==> config.mk <==
export PLATFORM = sky130hd
export DESIGN_NAME = issue_scoreboard
export DESIGN_NICKNAME = d
export VERILOG_FILES = /design/src/rtl/issue_scoreboard.sv
export SDC_FILE = /design/constraint.sdc
export NUM_CORES = 1
export LEC_CHECK = 0
export ABC_AREA = 1
export CORE_ASPECT_RATIO = 0.9
export CORE_MARGIN = 5
export CORE_UTILIZATION = 52
export CTS_CLUSTER_DIAMETER = 60
export DETAILED_ROUTE_END_ITERATION = 10
export GPL_ROUTABILITY_DRIVEN = 0
export PLACE_DENSITY = 0.79
export SYNTH_ARGS = -nofsm -noshare
export SYNTH_HDL_FRONTEND = slang
export SYNTH_SLANG_ARGS = --single-unit
export TNS_END_PERCENT = 50
==> constraint.sdc <==
create_clock -name clk -period 2.6 [get_ports clk]
set_input_delay 0.52 -clock clk [delete_from_list [all_inputs] [get_ports clk]]
set_output_delay 0.52 -clock clk [all_outputs]
set_load 0.005 [all_outputs]
==> src/rtl/issue_scoreboard.sv <==
// In-order N-lane issue scoreboard: per-register countdown, RAW/WAW gating.
// Optional EX/MEM forwarding variant selected by defining SB_FWD_EN.
module issue_scoreboard #(
    parameter int LANES  = 2,
    parameter int NREGS  = 32,
    parameter int WB_LAT = 3
) (
    input  logic               clk,
    input  logic               rst,
    input  logic [LANES-1:0]   issue_valid,
    input  logic [LANES*5-1:0] issue_rs,
    input  logic [LANES*5-1:0] issue_rt,
    input  logic [LANES-1:0]   issue_rs_used,
    input  logic [LANES-1:0]   issue_rt_used,
    input  logic [LANES-1:0]   issue_wr_en,
    input  logic [LANES*5-1:0] issue_wr_reg,
    input  logic [LANES-1:0]   issue_is_load,
    input  logic               flush,
    output logic [LANES-1:0]   issue_grant,
    output logic [NREGS-1:0]   busy_mask,
    output logic [15:0]        stall_count
);

    localparam int CW = $clog2(WB_LAT + 1);

    logic [CW-1:0]    r_cnt [NREGS];
    logic [NREGS-1:0] r_ld;
    logic [15:0]      r_stall;
    logic [NREGS-1:0] w_blk;
    logic [4:0]       w_rs;
    logic [4:0]       w_rt;
    logic [4:0]       w_wd;
    logic [4:0]       w_wj;
    logic             w_haz;
    logic             w_ok;

    assign stall_count = r_stall;

    always_comb begin
        for (int r = 0; r < NREGS; r++) begin
            busy_mask[r] = (r_cnt[r] != '0);
`ifdef SB_FWD_EN
            // only a load still in EX cannot be forwarded
            w_blk[r] = (r_cnt[r] == CW'(WB_LAT)) && r_ld[r];
`else
            w_blk[r] = (r_cnt[r] != '0);
`endif
        end
        busy_mask[0] = 1'b0;
        w_blk[0]     = 1'b0;
    end

    always_comb begin
        w_ok        = !flush && !rst;
        issue_grant = '0;
        w_rs        = '0;
        w_rt        = '0;
        w_wd        = '0;
        w_wj        = '0;
        w_haz       = 1'b0;
        for (int i = 0; i < LANES; i++) begin
            w_rs  = issue_rs[5*i +: 5];
            w_rt  = issue_rt[5*i +: 5];
            w_wd  = issue_wr_reg[5*i +: 5];
            w_haz = (issue_rs_used[i] && w_blk[w_rs])
                 || (issue_rt_used[i] && w_blk[w_rt]);
            for (int j = 0; j < LANES; j++) begin
                w_wj = issue_wr_reg[5*j +: 5];
                if (j < i && issue_wr_en[j] && w_wj != '0) begin
                    if (issue_rs_used[i] && w_rs == w_wj)
                        w_haz = 1'b1;
                    if (issue_rt_used[i] && w_rt == w_wj)
                        w_haz = 1'b1;
                    if (issue_wr_en[i] && w_wd == w_wj)
                        w_haz = 1'b1;
                end
            end
            w_ok           = w_ok && issue_valid[i] && !w_haz;
            issue_grant[i] = w_ok;
        end
    end

    always_ff @(posedge clk or posedge rst) begin
        if (rst) begin
            for (int r = 0; r < NREGS; r++)
                r_cnt[r] <= '0;
            r_ld    <= '0;
            r_stall <= '0;
        end else begin
            if (issue_valid[0] && !issue_grant[0] && !flush
                && r_stall != 16'hFFFF)
                r_stall <= r_stall + 16'd1;
            if (flush) begin
                for (int r = 0; r < NREGS; r++)
                    r_cnt[r] <= '0;
                r_ld <= '0;
            end else begin
                for (int r = 0; r < NREGS; r++) begin
                    if (r_cnt[r] != '0) begin
                        r_cnt[r] <= r_cnt[r] - CW'(1);
                        if (r_cnt[r] == CW'(1))
                            r_ld[r] <= 1'b0;
                    end
                end
                // a fresh producer overrides the decrement
                for (int i = 0; i < LANES; i++) begin
                    if (issue_grant[i] && issue_wr_en[i]
                        && issue_wr_reg[5*i +: 5] != '0) begin
                        r_cnt[issue_wr_reg[5*i +: 5]] <= CW'(WB_LAT);
                        r_ld[issue_wr_reg[5*i +: 5]]  <= issue_is_load[i];
                    end
                end
            end
        end
    end

endmodule
==> metrics.md, run 1 <==
| Metric | Value |
|---|---|
| CTS root buffer | `clkbuf_16` |
| Post-synthesis net count | `1212` |
| Leakage | `between 4 and 5 nW` |
| Antenna violations before repair | `0` |
| Fin Clk Skew | `~0.011 ns` |
| Area share of the largest cell type after synthesis | `0.273` |
| CTS Sinks | `between 70 and 80` |
| Most frequent cell after synthesis | `nand2_1` |
| Clock buffer depth | `2` |
| Critical Path Start | `issue_rt[7]` |
| CP max stage cell | `clkdlybuf4s50_1` |
| Die W | `around 130 um` |
| Largest family of logic cells by synthesized area | `simple AND/OR/NAND/NOR gates` |
| DR WL/cell | `16.7 um` |
| Net Sw Frac | `0.329` |
| Largest cells by area after synthesis | `dfrtp_1 (27%), nand2_1 (18%), nand3_1 (13%)` |
| Clock power share | `0.344` |
| Global-route wire length before repair | `about 39000 um` |
| GRT Total Usage | `0.301` |
| CP max stage delay | `between 0.5 and 0.6 ns` |
| # H-tree levels | `3` |
| Number of flops mapped to enable cells by yosys | `0` |
| Unrepaired setup endpoints after global routing | `true` |
| Remaining DRCs | `0` |
| Fillers | `between 1000 and 1500` |
| Pin count of the biggest net entering global routing | `between 60 and 70` |
| Register area share after synthesis | `0.273` |
| Max-slew headroom | `0.552` |
| Worst Tran Pin Value | `0.672 ns` |
| Ant diodes | `0` |
| Total number of vias | `8596` |
| Initial core utilization | `0.533` |
| Final wirelength | `approximately 25000 um` |
| Iter 0 DRT Violations | `~1200` |
| Async S/R FF share, synth | `1.00` |
| Post-DP HPWL | `18000 um` |
| Buffers on Ports | `89` |
| Compound-gate portion of the synthesized area | `0.101` |
| Crit end category | `output pin` |
| Worst flop-to-flop path startpoint | `r_cnt[49]` |
| Internal Dissipation | `2.53 mW` |
| Crit start category | `input port` |
| Synthesized flop and latch total | `78` |
| Worst skew pair latency | `about 0.35 ns` |
| Via density | `5.73` |
| Ports | `93` |
| Cell Area, Synth | `just over 7000 um^2` |
| Status | `finished, final reports clean` |
| NetSw | `1.24 mW` |
| Area leader, netlist | `dfrtp_1` |
| Crit-path cells | `clkdlybuf4s50_1, inv_1, nor2_1, nor3_1, nand4_1, nand3_2, a21boi_2, nand3_4, nor2_8, buf_6` |
| CTS Buf Count | `9` |
| Synth warn | `0` |
| Fmax | `between 300 and 400 MHz` |
| Critical Path RT | `about 2.1 ns` |
| Post-DRT Antenna Nets | `0` |
| Most frequent cells after synthesis | `nand2_1 (346), nand3_1 (184), nor2_1 (142)` |
| Sequential share of power | `0.367` |
| Fin. max-slew vios | `0` |
| Worst Setup Path Type | `in -> out` |
| Post-Synth XOR/XNOR Area | `0.0196` |
| Worst R2R End | `r_cnt[33]` |
| Share of cells above drive strength 1 | `0.181` |
| # nets final | `between 1000 and 1500` |
| Mapped Avg Cell Area | `roughly 6.1 um^2` |
| Vias in the first global route | `around 7700` |
| MaxCap Viol Count | `0` |
| Mapped Cells | `1168` |
| Synth Area in Adders | `0.00175` |
| CTS tree | `built` |
| Inst Count DP | `1475` |
| Worst vdd ir | `between 0.4 and 0.5 mV` |
| Worst-path clk slew | `0.07 ns` |
| Die Area | `roughly 16000 um^2` |
| CP Data Arrival Time | `roughly 2.0 ns` |
| Final Non-Filler Cells | `roughly 1500` |
| Worst-path fanout max | `4` |
| Hold crit path type | `in -> async` |
| Post-Synth Simple-Gate Area | `0.465` |
| Reg2reg path depth | `15` |
| Worst R2R Setup Slack | `around 0.11 ns` |
| Area grow syn2layout | `30.0%` |
| Post-synthesis mux area share | `0` |
| Period Utilization, post-route | `0.984` |
| Pwr/cell area | `406 nW/um^2` |
| Ys flop type | `dfrtp_1` |
| Hold violation count in the final report | `0` |
| Die Ht | `121 um` |
| Combinational power share | `0.288` |
| Finish-stage setup viols | `0` |
| Core area | `roughly 13000 um^2` |
| Setup_tns | `0 ns` |
| Critical path endpoint | `issue_grant[1]` |
| DRT Pass-1 Iters | `6` |
| Netlist cell types | `36` |
| Power, Total | `3.77 mW` |
| Std cell rows | `40` |
| GRT overflow | `0` |
| Period minus WS final | `about 2.6 ns` |
[power by group through the flow]
stage                     Clock, mW  Combinational (mW)  Sequential, mW
after global routing           1.37                1.17            1.40
final                          1.30                1.09            1.39
after floorplan                   0               0.548            1.40
after CTS                      1.32                1.05            1.38
after detailed placement          0                1.03            1.40
after global placement            0                1.02            1.40
[worst max-delay path, delay by kind of cell]
kind / cells / cell delay, ns
buffers and inverters: 3 / 0.76
AOI/OAI and AO/OA: 1 / 0.19
and+or+nand+nor: 6 / 0.55
[layout by cell type (no fill, tap or decap), drive strengths merged, types with 3 or more instances in the layout]
cell type	instances
a21boi	5
a21oi	94
buf	115
clkbuf	12
clkdlybuf4s50	69
clkinv	3
dfrtp	78
dlygate4sd2	10
dlymetal6s2s	6
inv	152
nand2	352
nand3	221
nand4	3
nor2	147
nor3	5
nor4	3
o211ai	6
o21ai	21
o22ai	8
xnor2	5
xor2	11
[metal layers]
layer | part of all wire | track usage | up-vias
met5 | 0 | 0 | -
met4 | 0.049 | 0.155 | 0
met3 | 0.13 | 0.0842 | 112
met2 | 0.43 | 0.454 | 583
met1 | 0.39 | 0.395 | 3853
li1 | - | - | 4048
[cells by family after synthesis]
| family | Yosys count |
|---|---|
| buffers and inverters | 205 |
| and+or+nand+nor | 732 |
| xor gates and xnor gates | 16 |
| AOI/OAI and AO/OA | 135 |
| DFF | 78 |
| adders and majority gates | 1 |
| other | 1 |
[sequential cells by signal, summed over array words and instances, names as in the netlist]
| name | count |
|---|---|
| stall_count | 16 |
| r_cnt | 62 |
[cell type report]
type | count | area [um^2] | share of cell area
clock inverter | 6 | 68.8 | 0.00741
multi-input combinational | 885 | 4350 | 0.468
inverter | 149 | 582 | 0.0626
tap | 168 | 210 | 0.0226
timing repair buffer | 202 | 1870 | 0.202
timing repair inverter | 3 | 25.0 | 0.00269
clock buffer | 10 | 229 | 0.0247
sequential | 78 | 1950 | 0.210
[through the flow]
step                       util  worst slack [ns]  instance area (um^2)  hold WS [ns]
after floorplan               -            0.0850                  7150         0.503
after global routing      0.692           -0.0428                  9290         0.552
after CTS                 0.677            -0.175                  9080         0.525
after detailed placement  0.649            -0.538                  8700         0.513
final                     0.692            0.0416                  9290         0.520
after global placement    0.649            -0.532                  8700         0.503
[worst min-delay path by stage]
stage                          startpoint               to  slack [ns]  cells after the start
after global placement     stall_count[7]   stall_count[7]        0.50                      1
final                                 rst   stall_count[1]        0.52                      2
after detailed placement  stall_count[11]  stall_count[11]        0.51                      2
after global routing       stall_count[7]   stall_count[7]        0.55                      1
after floorplan           stall_count[11]  stall_count[11]        0.50                      2
after CTS                             rst   stall_count[1]        0.53                      2
[repair_timing]
action / CTS / global route
hold buffers: 0 / 0
cloned: 1 / 3
resized for setup: 44 / 55
endpoints found under the setup margin: 54 / 64
buffers inserted: 3 / 3
pin swaps: 3 / 13
No activity file was read; power rests on OpenSTA's default activity.
==> run 2, diff against run 1 <==
--- a/config.mk
+++ b/config.mk
@@ -8,11 +8,10 @@
 export ABC_AREA = 1
 export CORE_ASPECT_RATIO = 0.9
 export CORE_MARGIN = 5
-export CORE_UTILIZATION = 52
+export CORE_UTILIZATION = 35
 export CTS_CLUSTER_DIAMETER = 60
 export DETAILED_ROUTE_END_ITERATION = 10
 export GPL_ROUTABILITY_DRIVEN = 0
-export PLACE_DENSITY = 0.79
 export SYNTH_ARGS = -nofsm -noshare
 export SYNTH_HDL_FRONTEND = slang
 export SYNTH_SLANG_ARGS = --single-unit
==> metrics.md, run 2 (synthesis gave the netlist of run 1 again) <==
| Metric | Value |
|---|---|
| Status | `finished, violations left` |
| Failing checks | `setup timing` |
| Buffers on Ports | `89` |
| Total number of vias | `8318` |
| Die W | `161 um` |
| Worst-path fanout max | `7` |
| Fmax | `about 380 MHz` |
| Commonest non-fill, non-tap cell in the layout | `nand2_1` |
| Finish-stage setup viols | `1` |
| Initial core utilization | `0.356` |
| CTS root buffer | `clkbuf_16` |
| Share of cells above drive strength 1 | `0.188` |
| GRT Total Usage | `0.222` |
| Crit end category | `output pin` |
| Setup_tns | `-0.00650 ns` |
| Pin count of the biggest net entering global routing | `between 60 and 70` |
| Most frequent cells in the layout | `nand2_1 (326), nand3_1 (184), nor2_1 (139)` |
| Ports | `between 90 and 100` |
| Critical Path RT | `2.08 ns` |
| Worst flop-to-flop path startpoint | `r_cnt[43]` |
| Via density | `around 5` |
| Worst Tran Pin Value | `approximately 0.73 ns` |
| Hold_sp | `stall_count[7]` |
| Post-DRT Antenna Nets | `0` |
| Hold Path End | `stall_count[7]` |
| Worst R2R Setup Slack | `0.10 ns` |
| MaxCap Viol Count | `0` |
| Max FFs per register | `slightly above 60` |
| # H-tree levels | `3` |
| Fillers | `~2000` |
| Hold crit path type | `reg -> reg` |
| # nets final | `~1400` |
| Iter 0 DRT Violations | `about 740` |
| Worst-path clk slew | `~0.060 ns` |
| Std cell rows | `between 40 and 50` |
| Worst vdd ir | `roughly 0.38 mV` |
| Worst R2R End | `r_cnt[24]` |
| Clock buffer depth | `2` |
| Crit start category | `input port` |
| Hold violation count in the final report | `0` |
| Area of the multi-input gates | `around 4300 um^2` |
| CP max stage cell | `clkdlybuf4s50_1` |
| Die Ht | `about 150 um` |
| Max-slew headroom | `0.516` |
| Vias in the first global route | `a little under 8000` |
| Die Area | `between 20000 and 25000 um^2` |
| Pwr/cell area | `roughly 400 nW/um^2` |
| CP max stage delay | `roughly 0.47 ns` |
| DRT Pass-1 Iters | `7` |
| Fin Clk Skew | `slightly above 0.01 ns` |
| Period minus WS final | `2.61 ns` |
| Core area | `20000 um^2` |
| Worst Hold Depth | `1` |
| CTS tree | `built` |
| Global-route wire length before repair | `41900 um` |
| Remaining DRCs | `0` |
| Biggest register | `r_cnt` |
| Reg2reg path depth | `16` |
| Final worst-path setup slack | `-0.00650 ns` |
| Pre-CTS WS | `-0.568 ns` |
| Area grow syn2layout | `33.3%` |
| Worst skew pair latency | `~0.35 ns` |
| Critical Path Start | `issue_wr_reg[1]` |
| Fin. max-slew vios | `0` |
| Leakage | `roughly 4.5 nW` |
| CTS Sinks | `78` |
| DR WL/cell | `16.5 um` |
| GRT overflow | `0` |
| Final wirelength | `roughly 27000 um` |
| Antenna violations before repair | `0` |
| Crit-path cells | `clkdlybuf4s50_1, buf_6, inv_2, nor2_1, nor2_1, nand3_1, nand3_1, a21boi_2, nand3_2, nor2_8, buf_6` |
| Post-DP HPWL | `a little under 20000 um` |
| CTS Hold Bufs | `0` |
| CTS Buf Count | `9` |
| CP Data Arrival Time | `2.09 ns` |
| Ant diodes | `0` |
| Period Utilization, post-route | `1.00` |
| Unrepaired setup endpoints after global routing | `true` |
| Register area | `about 2000 um^2` |
| Worst Setup Path Type | `in -> out` |
run 2: changes by cell type in the layout (fill, tap and decap cells not counted), sizes merged:
cell and change:
inv -4, buf +29, bufinv +1, dlymetal6s2s -3, clkbuf +2, dlygate4sd2 +2, clkinv -1, clkdlybuf4s50 +1
run 2: area by class of cell:
type,instances,area share
multi-input cells,885,0.451
repair buffers,232,0.218
flip-flops and latches,78,0.205
inverters,149,0.0603
well taps,255,0.0335
clock buffers,11,0.0244
clock inverters,5,0.00854
run 2: through the flow:
step           hold slack (ns)  instances  power, mW  utilization  cell area [um^2]
3_5_place_dp             0.524       1596       2.47        0.453              9080
6_report                 0.538       1615       3.86        0.475              9530
5_1_grt                  0.582       1615       4.06        0.475              9530
2_1_floorplan            0.503       1168       1.95            -              7150
3_3_place_gp             0.524       1596       2.46        0.453              9080
4_1_cts                  0.539       1613       3.88        0.471              9440
run 2: how the worst max path moves through the flow:
stage                     cells after the start        endpoint
after global placement                       13  issue_grant[1]
after detailed placement                     13  issue_grant[1]
final                                        11  issue_grant[1]
after global routing                         11  issue_grant[1]
after floorplan                               1        r_cnt[0]
after CTS                                    11  issue_grant[1]
run 2: critical path, delay by kind of cell:
kind	cells	cell delay [ns]
compound gates	1	0.15
buf+inv	4	0.80
simple gates	6	0.60
run 2: per-layer routing:
metal / wire (um) / vias up / GRT usage
li1: - / 4098 / -
met3: 2640 / 51 / 0.0394
met4: 695 / 0 / 0.0826
met5: 0 / - / 0
met1: 11900 / 3770 / 0.323
met2: 11400 / 399 / 0.329
run 2: power by group:
group | internal [mW] | total [mW] | switching, mW
clock | 0.844 | 1.40 | 0.552
combinational | 0.484 | 1.08 | 0.594
sequential | 1.30 | 1.39 | 0.0907
run 2: repair_timing:
action / 4_1_cts / 5_1_grt
endpoints found under the setup margin: 48 / 52
buffers inserted: 0 / 2
gates resized for setup: 45 / 20
endpoints found under the hold margin: 0 / 0
gates cloned: 1 / 1
pin swaps: 4 / 7
==> run 3, diff against run 2 <==
--- a/config.mk
+++ b/config.mk
@@ -7,7 +7,7 @@
 export LEC_CHECK = 0
 export ABC_AREA = 1
 export CORE_ASPECT_RATIO = 0.9
-export CORE_MARGIN = 5
+export CORE_MARGIN = 4
 export CORE_UTILIZATION = 35
 export CTS_CLUSTER_DIAMETER = 60
 export DETAILED_ROUTE_END_ITERATION = 10
==> metrics.md, run 3 (synthesis gave the netlist of run 1 again) <==
| Metric | Value |
|---|---|
| Failing checks | `setup timing` |
| Period Utilization, post-route | `1.00` |
| Finish-stage setup viols | `1` |
| Buffers on Ports | `89` |
| Clock buffer depth | `2` |
| CTS Hold Bufs | `0` |
| Sequential share of power | `0.376` |
| Crit start category | `input port` |
| Internal Dissipation | `2.43 mW` |
| Vias in the first global route | `just under 8000` |
| Ant diodes | `0` |
| CTS Buf Count | `9` |
| CTS root buffer | `clkbuf_16` |
| Ports | `93` |
| Remaining DRCs | `0` |
| Iter 0 DRT Violations | `approximately 670` |
| Fin. max-slew vios | `0` |
| Combinational power share | `0.290` |
| Unrepaired setup endpoints after global routing | `true` |
| Grt met3 use | `0.0376` |
| Post-DP HPWL | `between 15000 and 20000 um` |
| Clock power share | `0.334` |
| Crit end category | `output pin` |
| Worst-path fanout max | `5` |
| Worst Setup Path Type | `in -> out` |
| Commonest non-fill, non-tap cell in the layout | `nand2_1` |
| MaxCap Viol Count | `0` |
| Die Area | `about 23000 um^2` |
| Period minus WS final | `between 2 and 3 ns` |
| Std cell rows | `between 40 and 50` |
| Most frequent cells in the layout | `nand2_1 (329), nand3_1 (184), nor2_1 (140)` |
| Via density | `5.17` |
| GRT Total Usage | `0.232` |
| CP Data Arrival Time | `between 2 and 2.5 ns` |
| Pwr/cell area | `392 nW/um^2` |
| # nets final | `between 1000 and 1500` |
| Die W | `159 um` |
| Hold violation count in the final report | `0` |
| Total number of vias | `approximately 8300` |
| Worst skew pair latency | `0.36 ns` |
| Met1 Use GR | `0.332` |
| Fin Clk Skew | `about 0.01 ns` |
| Final worst-path setup slack | `-0.0126 ns` |
| # H-tree levels | `3` |
| Biggest register | `r_cnt` |
| Share of cells above drive strength 1 | `0.180` |
| Die Ht | `roughly 140 um` |
| Worst-path clk slew | `0.07 ns` |
| CTS tree | `built` |
| Max FFs per register | `between 60 and 70` |
| Initial core utilization | `0.356` |
| Net Sw Frac | `0.340` |
| Status | `finished, violations left` |
| Global-route wire length before repair | `41200 um` |
| Antenna violations before repair | `1` |
| Hold_ws | `between 0.5 and 0.6 ns` |
| Core area | `~20000 um^2` |
| Hold crit path type | `in -> async` |
| Final wirelength | `around 26000 um` |
| NetSw | `between 1 and 1.5 mW` |
| Area grow syn2layout | `31.4%` |
| Global route hottest layer | `met2` |
| GRT met2 Usage | `0.342` |
| CTS Sinks | `just under 80` |
| GRT overflow | `0` |
| Setup_tns | `-0.0126 ns` |
| Worst vdd ir | `just over 0.4 mV` |
| Leakage | `about 4.4 nW` |
| Critical Path RT | `2.08 ns` |
| Pin count of the biggest net entering global routing | `between 60 and 70` |
| Worst Tran Pin Value | `0.780 ns` |
| DRT Pass-1 Iters | `5` |
| Post-DRT Antenna Nets | `0` |
| Fmax | `383 MHz` |
| Max-slew headroom | `0.480` |
| DR WL/cell | `16.2 um` |
## run 3: cell types whose count changed in the layout (fill, tap and decap cells not counted), moves of 3 or more
cell and change:
buf_4 -5, buf_6 +4, nand2_1 +3, clkinv_4 +3
## run 3: power groups by stage
stage	Combinational (mW)	Sequential [mW]	Clock, mW
floorplan	0.548	1.40	0
global placement	1.05	1.41	0
detailed placement	1.06	1.41	0
CTS	1.06	1.38	1.27
global route	1.17	1.40	1.31
finish	1.07	1.38	1.23
## run 3: metrics by stage
step           power, mW  utilization  instance area, um^2  std cells  setup WS (ns)
2_1_floorplan       1.95            -                 7150       1168         0.0850
3_3_place_gp        2.46        0.451                 9040       1594         -0.539
3_5_place_dp        2.46        0.451                 9040       1594         -0.541
4_1_cts             3.71        0.466                 9350       1611        0.00537
5_1_grt             3.88        0.468                 9390       1610        -0.0691
6_report            3.68        0.468                 9390       1610        -0.0126
## run 3: path summary, 6_finish.rpt
check / to / from / slack (ns) / cells after the start
min in group clk: stall_count[9] / stall_count[9] / 0.55 / 1
max in group asynchronous: r_cnt[46] / rst / 1.34 / 4
max reg2reg: r_cnt[16] / r_cnt[42] / 0.21 / 16
min: r_cnt[25] / rst / 0.52 / 2
min reg2reg: stall_count[9] / stall_count[9] / 0.55 / 1
max: issue_grant[1] / issue_rs[7] / -0.01 / 10
## run 3: what timing repair did
action,CTS,global route
setup buffers,1,0
setup endpoints to repair,17,58
pin swaps,6,9
gates resized for setup,44,16
## run 3: cell type report
| cell class | count | area, um^2 |
|---|---|---|
| inverter | 149 | 571 |
| clock inverter | 7 | 56.3 |
| clock buffer | 9 | 225 |
| multi-input combinational | 885 | 4260 |
| fill | 2048 | 10700 |
| sequential | 78 | 1950 |
| timing repair buffer | 227 | 2010 |
| tap | 255 | 319 |
## run 3: critical path, cell delays in order
cell	delay [ns]
clkdlybuf4s50_1	0.54
inv_2	0.09
o22ai_1	0.16
nor2_1	0.06
nand3_1	0.06
nand3_1	0.10
a21boi_2	0.15
nand3_2	0.14
nor2_8	0.16
buf_6	0.10
## run 3: metal layers
metal  wire length (um)  vias up
met5                 13        -
met4                994        2
met1              11800     3837
li1                   -     4083
met2              11100      338
met3               2180       60
